File: src/rtl/aes_pkg.sv
// Shared AES definitions: sizes, sequencer state encoding, GF(2^8) helpers.
package aes_pkg;

  localparam int         AES_NR    = 10;
  localparam int         AES_DW    = 128;
  localparam logic [7:0] RCON_INIT = 8'h01;

  typedef enum logic [1:0] {
    IDLE  = 2'd0,
    ROUND = 2'd1,
    DONE  = 2'd2
  } aes_state_e;

  // Multiply by x in GF(2^8) mod x^8+x^4+x^3+x+1; also drives the rcon sequence.
  function automatic logic [7:0] xtime(input logic [7:0] b);
    return {b[6:0], 1'b0} ^ (b[7] ? 8'h1b : 8'h00);
  endfunction

endpackage

File: src/rtl/aes_round_ctrl_if.sv
// Host-side block interface: plaintext/key in, ciphertext out, both valid/ready.
interface aes_round_ctrl_if
  import aes_pkg::*;
#(
  parameter int DW = AES_DW
);
  logic          in_valid;
  logic          in_ready;
  logic [DW-1:0] pt_in;
  logic [DW-1:0] key_in;
  logic          out_valid;
  logic          out_ready;
  logic [DW-1:0] ct_out;

  modport master (
    output in_valid, pt_in, key_in, out_ready,
    input  in_ready, out_valid, ct_out
  );

  modport slave (
    input  in_valid, pt_in, key_in, out_ready,
    output in_ready, out_valid, ct_out
  );
endinterface

File: src/rtl/aes_round_ctrl.sv
// Iterative AES-128 sequencer: holds state and round key, steps the external
// combinational round datapath and key-step unit once per clock.
module aes_round_ctrl
  import aes_pkg::*;
#(
  parameter int NR = AES_NR,
  parameter int DW = AES_DW
) (
  input  logic          clk,
  input  logic          rst,
  aes_round_ctrl_if.slave host,
  output logic [DW-1:0] dp_state_o,
  output logic [DW-1:0] dp_rkey_o,
  output logic          dp_final_o,
  input  logic [DW-1:0] dp_state_i,
  output logic [DW-1:0] ks_key_o,
  output logic [7:0]    ks_rcon_o,
  input  logic [DW-1:0] ks_key_i,
  output logic          busy
);

  aes_state_e    state_q, state_d;
  logic [DW-1:0] state_reg;
  logic [DW-1:0] key_reg;
  logic [3:0]    rnd_q;
  logic [7:0]    rcon_q;
  logic          last_rnd;

  assign last_rnd = (rnd_q == 4'(NR));

  // Handshake and status flags are pure decodes of the FSM state.
  assign host.in_ready  = (state_q == IDLE);
  assign host.out_valid = (state_q == DONE);
  assign host.ct_out    = state_reg;
  assign busy           = (state_q != IDLE);

  // Round datapath / key-step hookup. The round key used this cycle is the
  // key-step output, so key_reg always trails the datapath by one round.
  assign dp_state_o = state_reg;
  assign dp_rkey_o  = ks_key_i;
  assign dp_final_o = (state_q == ROUND) && last_rnd;
  assign ks_key_o   = key_reg;
  assign ks_rcon_o  = rcon_q;

  // FSM state register.
  always_ff @(posedge clk) begin
    if (rst) state_q <= IDLE;
    else     state_q <= state_d;
  end

  // Next-state: accept only from IDLE, so a request coincident with the
  // output handshake waits one cycle for in_ready.
  always_comb begin
    state_d = state_q;
    unique case (state_q)
      IDLE:    if (host.in_valid)  state_d = ROUND;
      ROUND:   if (last_rnd)       state_d = DONE;
      DONE:    if (host.out_ready) state_d = IDLE;
      default:                     state_d = IDLE;
    endcase
  end

  // State/key/round-counter/rcon registers; inputs are captured only on accept.
  always_ff @(posedge clk) begin
    if (rst) begin
      state_reg <= '0;
      key_reg   <= '0;
      rnd_q     <= '0;
      rcon_q    <= '0;
    end else begin
      unique case (state_q)
        IDLE: if (host.in_valid) begin
          state_reg <= host.pt_in ^ host.key_in;
          key_reg   <= host.key_in;
          rnd_q     <= 4'd1;
          rcon_q    <= RCON_INIT;
        end
        ROUND: begin
          state_reg <= dp_state_i;
          key_reg   <= ks_key_i;
          rcon_q    <= xtime(rcon_q);
          if (!last_rnd) rnd_q <= rnd_q + 4'd1;
        end
        default: ;
      endcase
    end
  end

endmodule

File: src/flat_wrapper.sv
// flat-port wrapper written by rule: the top's interface ports become plain ports
module aes_round_ctrl_flat import aes_pkg::*;
#(
  parameter int NR = AES_NR,
  parameter int DW = AES_DW
)
  (clk, rst, dp_state_o, dp_rkey_o, dp_final_o, dp_state_i, ks_key_o, ks_rcon_o, ks_key_i, busy, host_in_valid, host_pt_in, host_key_in, host_out_ready, host_in_ready, host_out_valid, host_ct_out);
  aes_round_ctrl_if #(.DW(DW)) host_i ();
  input  logic clk;
  input  logic rst;
  output logic [DW-1:0] dp_state_o;
  output logic [DW-1:0] dp_rkey_o;
  output logic dp_final_o;
  input  logic [DW-1:0] dp_state_i;
  output logic [DW-1:0] ks_key_o;
  output logic [7:0] ks_rcon_o;
  input  logic [DW-1:0] ks_key_i;
  output logic busy;
  input wire logic [$bits(host_i.in_valid)-1:0] host_in_valid;
  input wire logic [$bits(host_i.pt_in)-1:0] host_pt_in;
  input wire logic [$bits(host_i.key_in)-1:0] host_key_in;
  input wire logic [$bits(host_i.out_ready)-1:0] host_out_ready;
  output wire logic [$bits(host_i.in_ready)-1:0] host_in_ready;
  output wire logic [$bits(host_i.out_valid)-1:0] host_out_valid;
  output wire logic [$bits(host_i.ct_out)-1:0] host_ct_out;
  assign host_i.in_valid = host_in_valid;
  assign host_i.pt_in = host_pt_in;
  assign host_i.key_in = host_key_in;
  assign host_i.out_ready = host_out_ready;
  assign host_in_ready = host_i.in_ready;
  assign host_out_valid = host_i.out_valid;
  assign host_ct_out = host_i.ct_out;
  aes_round_ctrl #(.NR(NR), .DW(DW)) u_core (.clk(clk), .rst(rst), .host(host_i), .dp_state_o(dp_state_o), .dp_rkey_o(dp_rkey_o), .dp_final_o(dp_final_o), .dp_state_i(dp_state_i), .ks_key_o(ks_key_o), .ks_rcon_o(ks_rcon_o), .ks_key_i(ks_key_i), .busy(busy));
endmodule
File: config.mk
export PLATFORM = sky130hd
export DESIGN_NAME = aes_round_ctrl_flat
export DESIGN_NICKNAME = d
export VERILOG_FILES = /design/src/rtl/aes_pkg.sv /design/src/rtl/aes_round_ctrl_if.sv /design/src/rtl/aes_round_ctrl.sv /design/src/flat_wrapper.sv
export SDC_FILE = /design/constraint.sdc
export NUM_CORES = 1
export LEC_CHECK = 0
export BUFFER_PORTS_ARGS = -buffer_cell sky130_fd_sc_hd__buf_2
export CAP_MARGIN = 40
export CORE_AREA = 5 5 403 405
export CTS_BUF_LIST = sky130_fd_sc_hd__clkbuf_8 sky130_fd_sc_hd__clkbuf_16
export CTS_CLUSTER_DIAMETER = 150
export DETAILED_ROUTE_END_ITERATION = 8
export DIE_AREA = 0 0 408 410
export PLACE_DENSITY = 0.3
export SLEW_MARGIN = 25
export SYNTH_ARGS = -nofsm -noshare
export SYNTH_HDL_FRONTEND = slang
export SYNTH_SLANG_ARGS = --single-unit
File: constraint.sdc
create_clock -name clk -period 1.5 [get_ports clk]
set_input_delay 0.3 -clock clk [delete_from_list [all_inputs] [get_ports clk]]
set_output_delay 0.3 -clock clk [all_outputs]
set_load 0.03 [all_outputs]
==> results of run 1 <==
path summary, 6_finish.rpt:
path                     startpoint                      to  slack (ns)
max                 u_core.rnd_q[0]              dp_final_o       -0.59
min                 host_key_in[90]     u_core.ks_key_o[90]        0.08
max reg2reg       u_core.state_q[0]   u_core.dp_state_o[21]       -0.46
min reg2reg  u_core.dp_state_o[121]  u_core.dp_state_o[121]        0.48
state kept, by name, summed over array words and instances (netlist names):
name,flops
u_core.dp_state_o,128
u_core.ks_key_o,128
u_core.ks_rcon_o,8
u_core.rnd_q,4
u_core.state_q,2
worst max-delay path: cells and delay by family, from the launching register on:
family	cells	cell delay [ns]
buf+inv	3	0.38
simple gates	2	0.37
flops	1	0.32
fa+ha+maj	1	0.13
cell families (layout without fill, tap and decap cells):
kind of cell / after synthesis / count (layout)
XOR/XNOR: 131 / 131
AND/OR/NAND/NOR: 381 / 381
AO/OA/AOI/OAI: 433 / 433
flip-flops: 270 / 270
other: 0 / 4
adder cells (fa/ha/maj): 2 / 2
buffers and inverters: 401 / 1618
final cells by class:
cell class / instances / area share (%)
diodes: 4 / 0.0315
clock buffers: 50 / 3.69
clock inverters: 24 / 0.591
inverters: 7 / 0.0828
multi-input cells: 947 / 27.5
flip-flops and latches: 270 / 17.9
well taps: 2072 / 8.17
repair buffers: 1537 / 42.0
power by group through the flow:
stage               registers, mW  clock network [mW]  logic [mW]
floorplan                    9.53                   0        3.40
global placement             8.49                   0        7.65
detailed placement           8.48                   0        7.62
CTS                          8.55                10.5        10.2
global route                 8.77                10.7        11.3
finish                       8.70                9.98        10.8
cell usage after synthesis:
cell / count
clkbuf_1: 49
o2bb2ai_1: 158
nor2b_1: 3
o21bai_2: 1
o21ba_4: 1
xor2_1: 131
nor2_1: 170
nor3_1: 2
buf_2: 53
o21ai_0: 1
nand4_1: 1
dfxtp_1: 270
and3b_1: 1
a41oi_1: 1
a311oi_1: 91
o221ai_1: 1
nand2_1: 197
nand4b_1: 1
a22oi_1: 136
a311oi_2: 8
nor3b_1: 1
ha_1: 2
buf_4: 286
or2_2: 2
a311o_1: 1
or3_1: 1
and2b_2: 1
buf_8: 1
buf_1: 1
a211oi_1: 31
nand2b_4: 1
buf_6: 4
a21oi_1: 3
inv_1: 7
timing repair:
item / CTS / global route
pin swaps: 38 / 89
setup buffers: 62 / 27
cloned: 36 / 6
hold buffers: 255 / 0
gates resized for setup: 984 / 533
hold endpoints to repair: 203 / 0
endpoints found under the setup margin: 508 / 346
metrics by stage:
step	setup slack, ns	TNS [ns]
3_3_place_gp	-0.214	-7.56
6_report	-0.591	-84.46
5_1_grt	-0.715	-104.80
4_1_cts	-0.691	-102.78
3_5_place_dp	-0.179	-10.06
2_1_floorplan	0.0124	0
per-layer routing:
layer,GRT usage (%),vias up
met5,0,-
met4,4.14,4
met3,3.67,146
met2,22.5,637
met1,15.1,8403
li1,-,7928
==> flow_metrics.py, run 1 <==
metrics = {
    "clocking": {
        "htreeDepth": 2,
        "cts_tree": "built",
        "cts_made_buffers": 42,
        "path_clk_slew_ns": 0.06,
        "cts_num_sinks": 270,
        "clockRootBuffer": "clkbuf_16",
        "clk_latency_ns": 0.58,
        "clk_path_buf_depth": 3,
    },
    "final_layout": {
        "register_area_sq_um": 5690,
        "final_util_pct": 20.1,
        "multi_input_area_sq_um": 8740,
        "final_common_cell": "buf_2",
        "layout-drive-gt1-share_pct": 67.8,
        "synthToLayoutAreaGrowth_pct": 121,
        "fin_area_sq_um": 31700,
        "layout.nets": 3323,
        "final_cell_mix": "buf_2, buf_4, dlygate4sd3_1",
        "finalNonFillerCells": 4911,
        "num-fill-cells": 17438,
    },
    "sta": {
        "post-route-period-util_pct": 139,
        "slew_viol_final": 0,
        "relSlewSlack_pct": 51.6,
        "fmax_mhz": 478,
        "rsz0062_at_grt": "yes",
        "setup_viol": 272,
        "hold_viol": 0,
        "fin_ws_ns": -0.591,
        "fin_skew_ns": 0.0116,
        "tightest_slew_ns": 0.726,
        "hold_slack_ns": 0.0760,
        "finalCriticalPeriod_ns": 2.09,
    },
    "detailed_routing": {
        "dr.pass1.iters": 5,
        "drtIter0Drc": 691,
        "met3_length_um": 7460,
        "m1WireLength_um": 46900,
        "wl_per_cell_um": 23.5,
        "antenna_left": 0,
        "vias": 17118,
        "drc": 0,
        "via_per_inst": 3.49,
        "routed.top_layer": "met5",
        "totalWireLength_um": 115000,
        "wl_met2_um": 57100,
    },
    "synth": {
        "netlist.area_leader.share_pct": 37.6,
        "synth_area_sq_um": 14400,
        "yosysTopAreaCell": "dfxtp_1",
        "synth.mux.area_fraction_pct": 0,
        "synthSimpleGateAreaFrac_pct": 10.3,
        "yosysWarnings": 0,
        "synth_compound_area_share_pct": 25.3,
        "synth_top_family_by_area": "compound AO/OA/AOI/OAI gates",
        "synth_cell_types": 34,
        "synth_seq_cells": 270,
        "synthAdderAreaFrac_pct": 0.174,
        "syn_avg_cell_area_sq_um": 8.88,
        "synthTopCellsByArea": "dfxtp_1, buf_4, o2bb2ai_1",
        "synthCells": 1618,
        "yosysSeqAreaShare_pct": 37.6,
        "synth-xor-area-share_pct": 7.98,
        "syn_nets": 2136,
    },
    "power_and_ir_drop": {
        "leakagePower_nw": 13.5,
        "max-vdd-ir-drop_mv": 0.531,
        "p_switching_mw": 10.9,
        "p_clk_share_pct": 33.8,
        "p_total_mw": 29.5,
        "combPwrFrac_pct": 36.7,
        "p_sw_share_pct": 36.9,
        "pwr_density_cell_nw_per_um2": 929,
        "pwr-share-seq_pct": 29.5,
        "internal-power_mw": 18.6,
    },
    "critical_path": {
        "cp_slowest_stage_delay_ns": 0.32,
        "startpoint_type": "flip-flop",
        "path_common_cell": "buf_6",
        "arrival_ns": 1.79,
        "cp_slowest_cell": "dfxtp_2",
        "worstSetupPathType": "flip-flop to output pin",
        "required_ns": 1.20,
        "crit_path_cell_trace": "inv_2 -> ha_4 -> nand4b_1 -> nor2_2 -> buf_6 -> buf_6",
        "path_max_fanout": 2,
        "ff2ff_path_depth": 11,
        "endpoint_kind": "output pin",
    },
    "grt": {
        "grt_pass1_vias": 18359,
        "gr-total-overflow": 0,
        "grt_max_degree": 77,
        "antenna_found_initial": 11,
        "grt_pass1_wl_um": 151000,
        "grt.total_usage_pct": 12.8,
    },
    "die": {
        "rows": 146,
        "start_util_pct": 9.10,
        "die_w_um": 408,
        "ios": 1040,
        "die_y_um": 410,
        "coreArea_sq_um": 158000,
        "dieArea_sq_um": 167000,
    },
    "worst_hold_path": {
        "worstHoldPathCells": 3,
        "hold_path_class": "primary input to flip-flop",
    },
    "outcome": {
        "outcome": "finished, violations left",
        "violations": "negative setup slack",
    },
    "placed_design": {
        "io_buffers": 1039,
        "post-place-cells": 4477,
        "dpl.hpwl_um": 85200,
        "gp_congestion": 0.869,
        "placed_area_sq_um": 21000,
    },
    "job": {
        "cap_violations": 0,
    },
}
Note: power is estimated with default switching activity, not from simulation.
==> run 2, diff against run 1 <==
--- a/config.mk
+++ b/config.mk
@@ -7,11 +7,11 @@
 export LEC_CHECK = 0
 export BUFFER_PORTS_ARGS = -buffer_cell sky130_fd_sc_hd__buf_2
 export CAP_MARGIN = 40
-export CORE_AREA = 5 5 403 405
+export CORE_AREA = 5 5 402 404
 export CTS_BUF_LIST = sky130_fd_sc_hd__clkbuf_8 sky130_fd_sc_hd__clkbuf_16
 export CTS_CLUSTER_DIAMETER = 150
 export DETAILED_ROUTE_END_ITERATION = 8
-export DIE_AREA = 0 0 408 410
+export DIE_AREA = 0 0 407 409
 export PLACE_DENSITY = 0.3
 export SLEW_MARGIN = 25
 export SYNTH_ARGS = -nofsm -noshare
==> run 2 against run 1 <==
Compared with the run above: the flow still finishes with violations (negative setup slack); clock skew decreased by 0.0040 ns; global-route usage decreased by 0.38 points; sequential cell count is the same; via count rose by 1.1%; hold slack lost 0.035 ns; first-iteration DRC count is 31% higher; cell count grew 0.31%; setup slack improved by 0.14 ns; sequential power shrank 2%; clock power down 3.6%; final area shrank 1.0%; sequential share of layout area down 0.14 points.
==> flow_metrics.py, run 2 (same netlist as run 1, synthesis figures left out) <==
metrics = {
    "detailed_routing": {
        "drc": 0,
        "totalWireLength_um": 118000,
        "dr.pass1.iters": 5,
        "via_per_inst": 3.51,
        "vias": 17302,
        "antenna_left": 0,
        "wl_per_cell_um": 24.0,
        "drtIter0Drc": 902,
    },
    "job": {
        "cap_violations": 0,
    },
    "final_layout": {
        "layout.nets": 3340,
        "final_common_cell": "buf_2",
        "layout-drive-gt1-share_pct": 67.3,
        "synthToLayoutAreaGrowth_pct": 119,
        "final_util_pct": 20.0,
        "fin_area_sq_um": 31400,
        "final_cell_mix": "buf_2, dlygate4sd3_1, dfxtp_1",
    },
    "grt": {
        "grt_pass1_wl_um": 144000,
        "grt_max_degree": 73,
        "grt.total_usage_pct": 12.5,
        "grt_pass1_vias": 17530,
        "gr-total-overflow": 0,
        "antenna_found_initial": 12,
    },
    "placed_design": {
        "placed_area_sq_um": 21100,
        "gp_congestion": 0.839,
        "dpl.hpwl_um": 83500,
        "dp_slack_ns": -0.114,
        "io_buffers": 1039,
    },
    "die": {
        "rows": 146,
        "die_y_um": 409,
        "ios": 1040,
        "start_util_pct": 9.13,
        "coreArea_sq_um": 157000,
        "dieArea_sq_um": 166000,
        "die_w_um": 407,
    },
    "clocking": {
        "cts_tree": "built",
        "clockRootBuffer": "clkbuf_16",
        "htreeDepth": 2,
        "clk_path_buf_depth": 3,
        "cts_num_sinks": 270,
        "clk_latency_ns": 0.58,
        "path_clk_slew_ns": 0.06,
        "cts_made_buffers": 40,
    },
    "sta": {
        "tightest_slew_ns": 0.628,
        "post-route-period-util_pct": 130,
        "fmax_mhz": 513,
        "slew_viol_final": 0,
        "finalCriticalPeriod_ns": 1.95,
        "setup_viol": 276,
        "hold_slack_ns": 0.0414,
        "fin_skew_ns": 0.00760,
        "hold_viol": 0,
        "finalSetupTns_ns": -48.07,
        "fin_ws_ns": -0.450,
        "relSlewSlack_pct": 58.2,
        "rsz0062_at_grt": "yes",
    },
    "worst_hold_path": {
        "hold_path_class": "primary input to flip-flop",
    },
    "critical_path": {
        "rr_startpoint": "u_core.state_q[0]",
        "crit_path_start": "u_core.rnd_q[0]",
        "endpoint_kind": "output pin",
        "worstSetupPathType": "flip-flop to output pin",
        "crit_path_cell_trace": "inv_2 -> ha_4 -> nand4b_1 -> nor2_1 -> buf_4 -> buf_8",
        "reg2reg_to": "u_core.dp_state_o[48]",
        "path_max_fanout": 2,
        "cp_slowest_cell": "dfxtp_2",
        "rrSetupSlack_ns": -0.28,
        "ff2ff_path_depth": 10,
        "startpoint_type": "flip-flop",
        "arrival_ns": 1.65,
        "cp_slowest_stage_delay_ns": 0.32,
        "cp-endpoint": "dp_final_o",
        "required_ns": 1.20,
    },
    "power_and_ir_drop": {
        "max-vdd-ir-drop_mv": 0.505,
        "leakagePower_nw": 13.7,
        "pwr_density_cell_nw_per_um2": 921,
    },
    "outcome": {
        "violations": "negative setup slack",
        "outcome": "finished, violations left",
    },
}
run 2: where the power goes:
part | leakage (nW) | internal [mW] | switching, mW
Combinational | 10.7 | 4.54 | 6.26
Sequential | 2.28 | 7.84 | 0.662
Clock | 0.690 | 5.68 | 3.94
Total | 13.7 | 18.1 | 10.9
run 2: per-layer routing:
layer | wire (um) | GRT usage, % | vias up
met4 | 3400 | 4.41 | 0
met2 | 58700 | 21.8 | 684
met5 | 0 | 0 | -
met1 | 49700 | 15.2 | 8527
li1 | - | - | 7991
met3 | 6360 | 2.33 | 100
run 2: through the flow:
step / total power, mW / cells
CTS: 28.1 / 4868
global placement: 16.2 / 4473
detailed placement: 16.1 / 4473
finish: 28.9 / 4926
floorplan: 12.9 / 1618
global route: 30.2 / 4926
run 2: repair_timing:
| item | CTS | global route |
|---|---|---|
| cloned | 23 | 39 |
| hold buffers | 251 | 0 |
| setup endpoints to repair | 510 | 410 |
| pin swaps | 103 | 217 |
| gates resized for setup | 594 | 561 |
| hold endpoints to repair | 195 | 0 |
| setup buffers | 50 | 41 |
run 2: how the worst min path moves through the flow:
stage / end / start / cells after the start
3_3_place_gp: u_core.dp_state_o[2] / u_core.dp_state_o[2] / 1
3_5_place_dp: u_core.dp_state_o[75] / u_core.dp_state_o[75] / 1
6_report: u_core.dp_state_o[71] / dp_state_i[71] / 3
5_1_grt: u_core.dp_state_o[126] / dp_state_i[126] / 3
2_1_floorplan: u_core.ks_key_o[10] / ks_key_i[10] / 2
4_1_cts: u_core.ks_key_o[114] / ks_key_i[114] / 3
run 2: layout make-up:
cell class                      count  area (sq um)
Clock inverter                     25           186
Inverter                            7          38.8
Tap cell                         2072          2590
Clock buffer                       46          1090
Multi-Input combinational cell    947          8810
Fill cell                       17436        126000
Sequential cell                   270          5590
Antenna cell                        3          7.51
Timing Repair Buffer             1556         13100
run 2: critical path: cells and delay by family (launching register included):
kind | cells | cell delay, ns
and+or+nand+nor | 2 | 0.27
DFF | 1 | 0.32
adders and majority gates | 1 | 0.13
buffers and inverters | 3 | 0.36
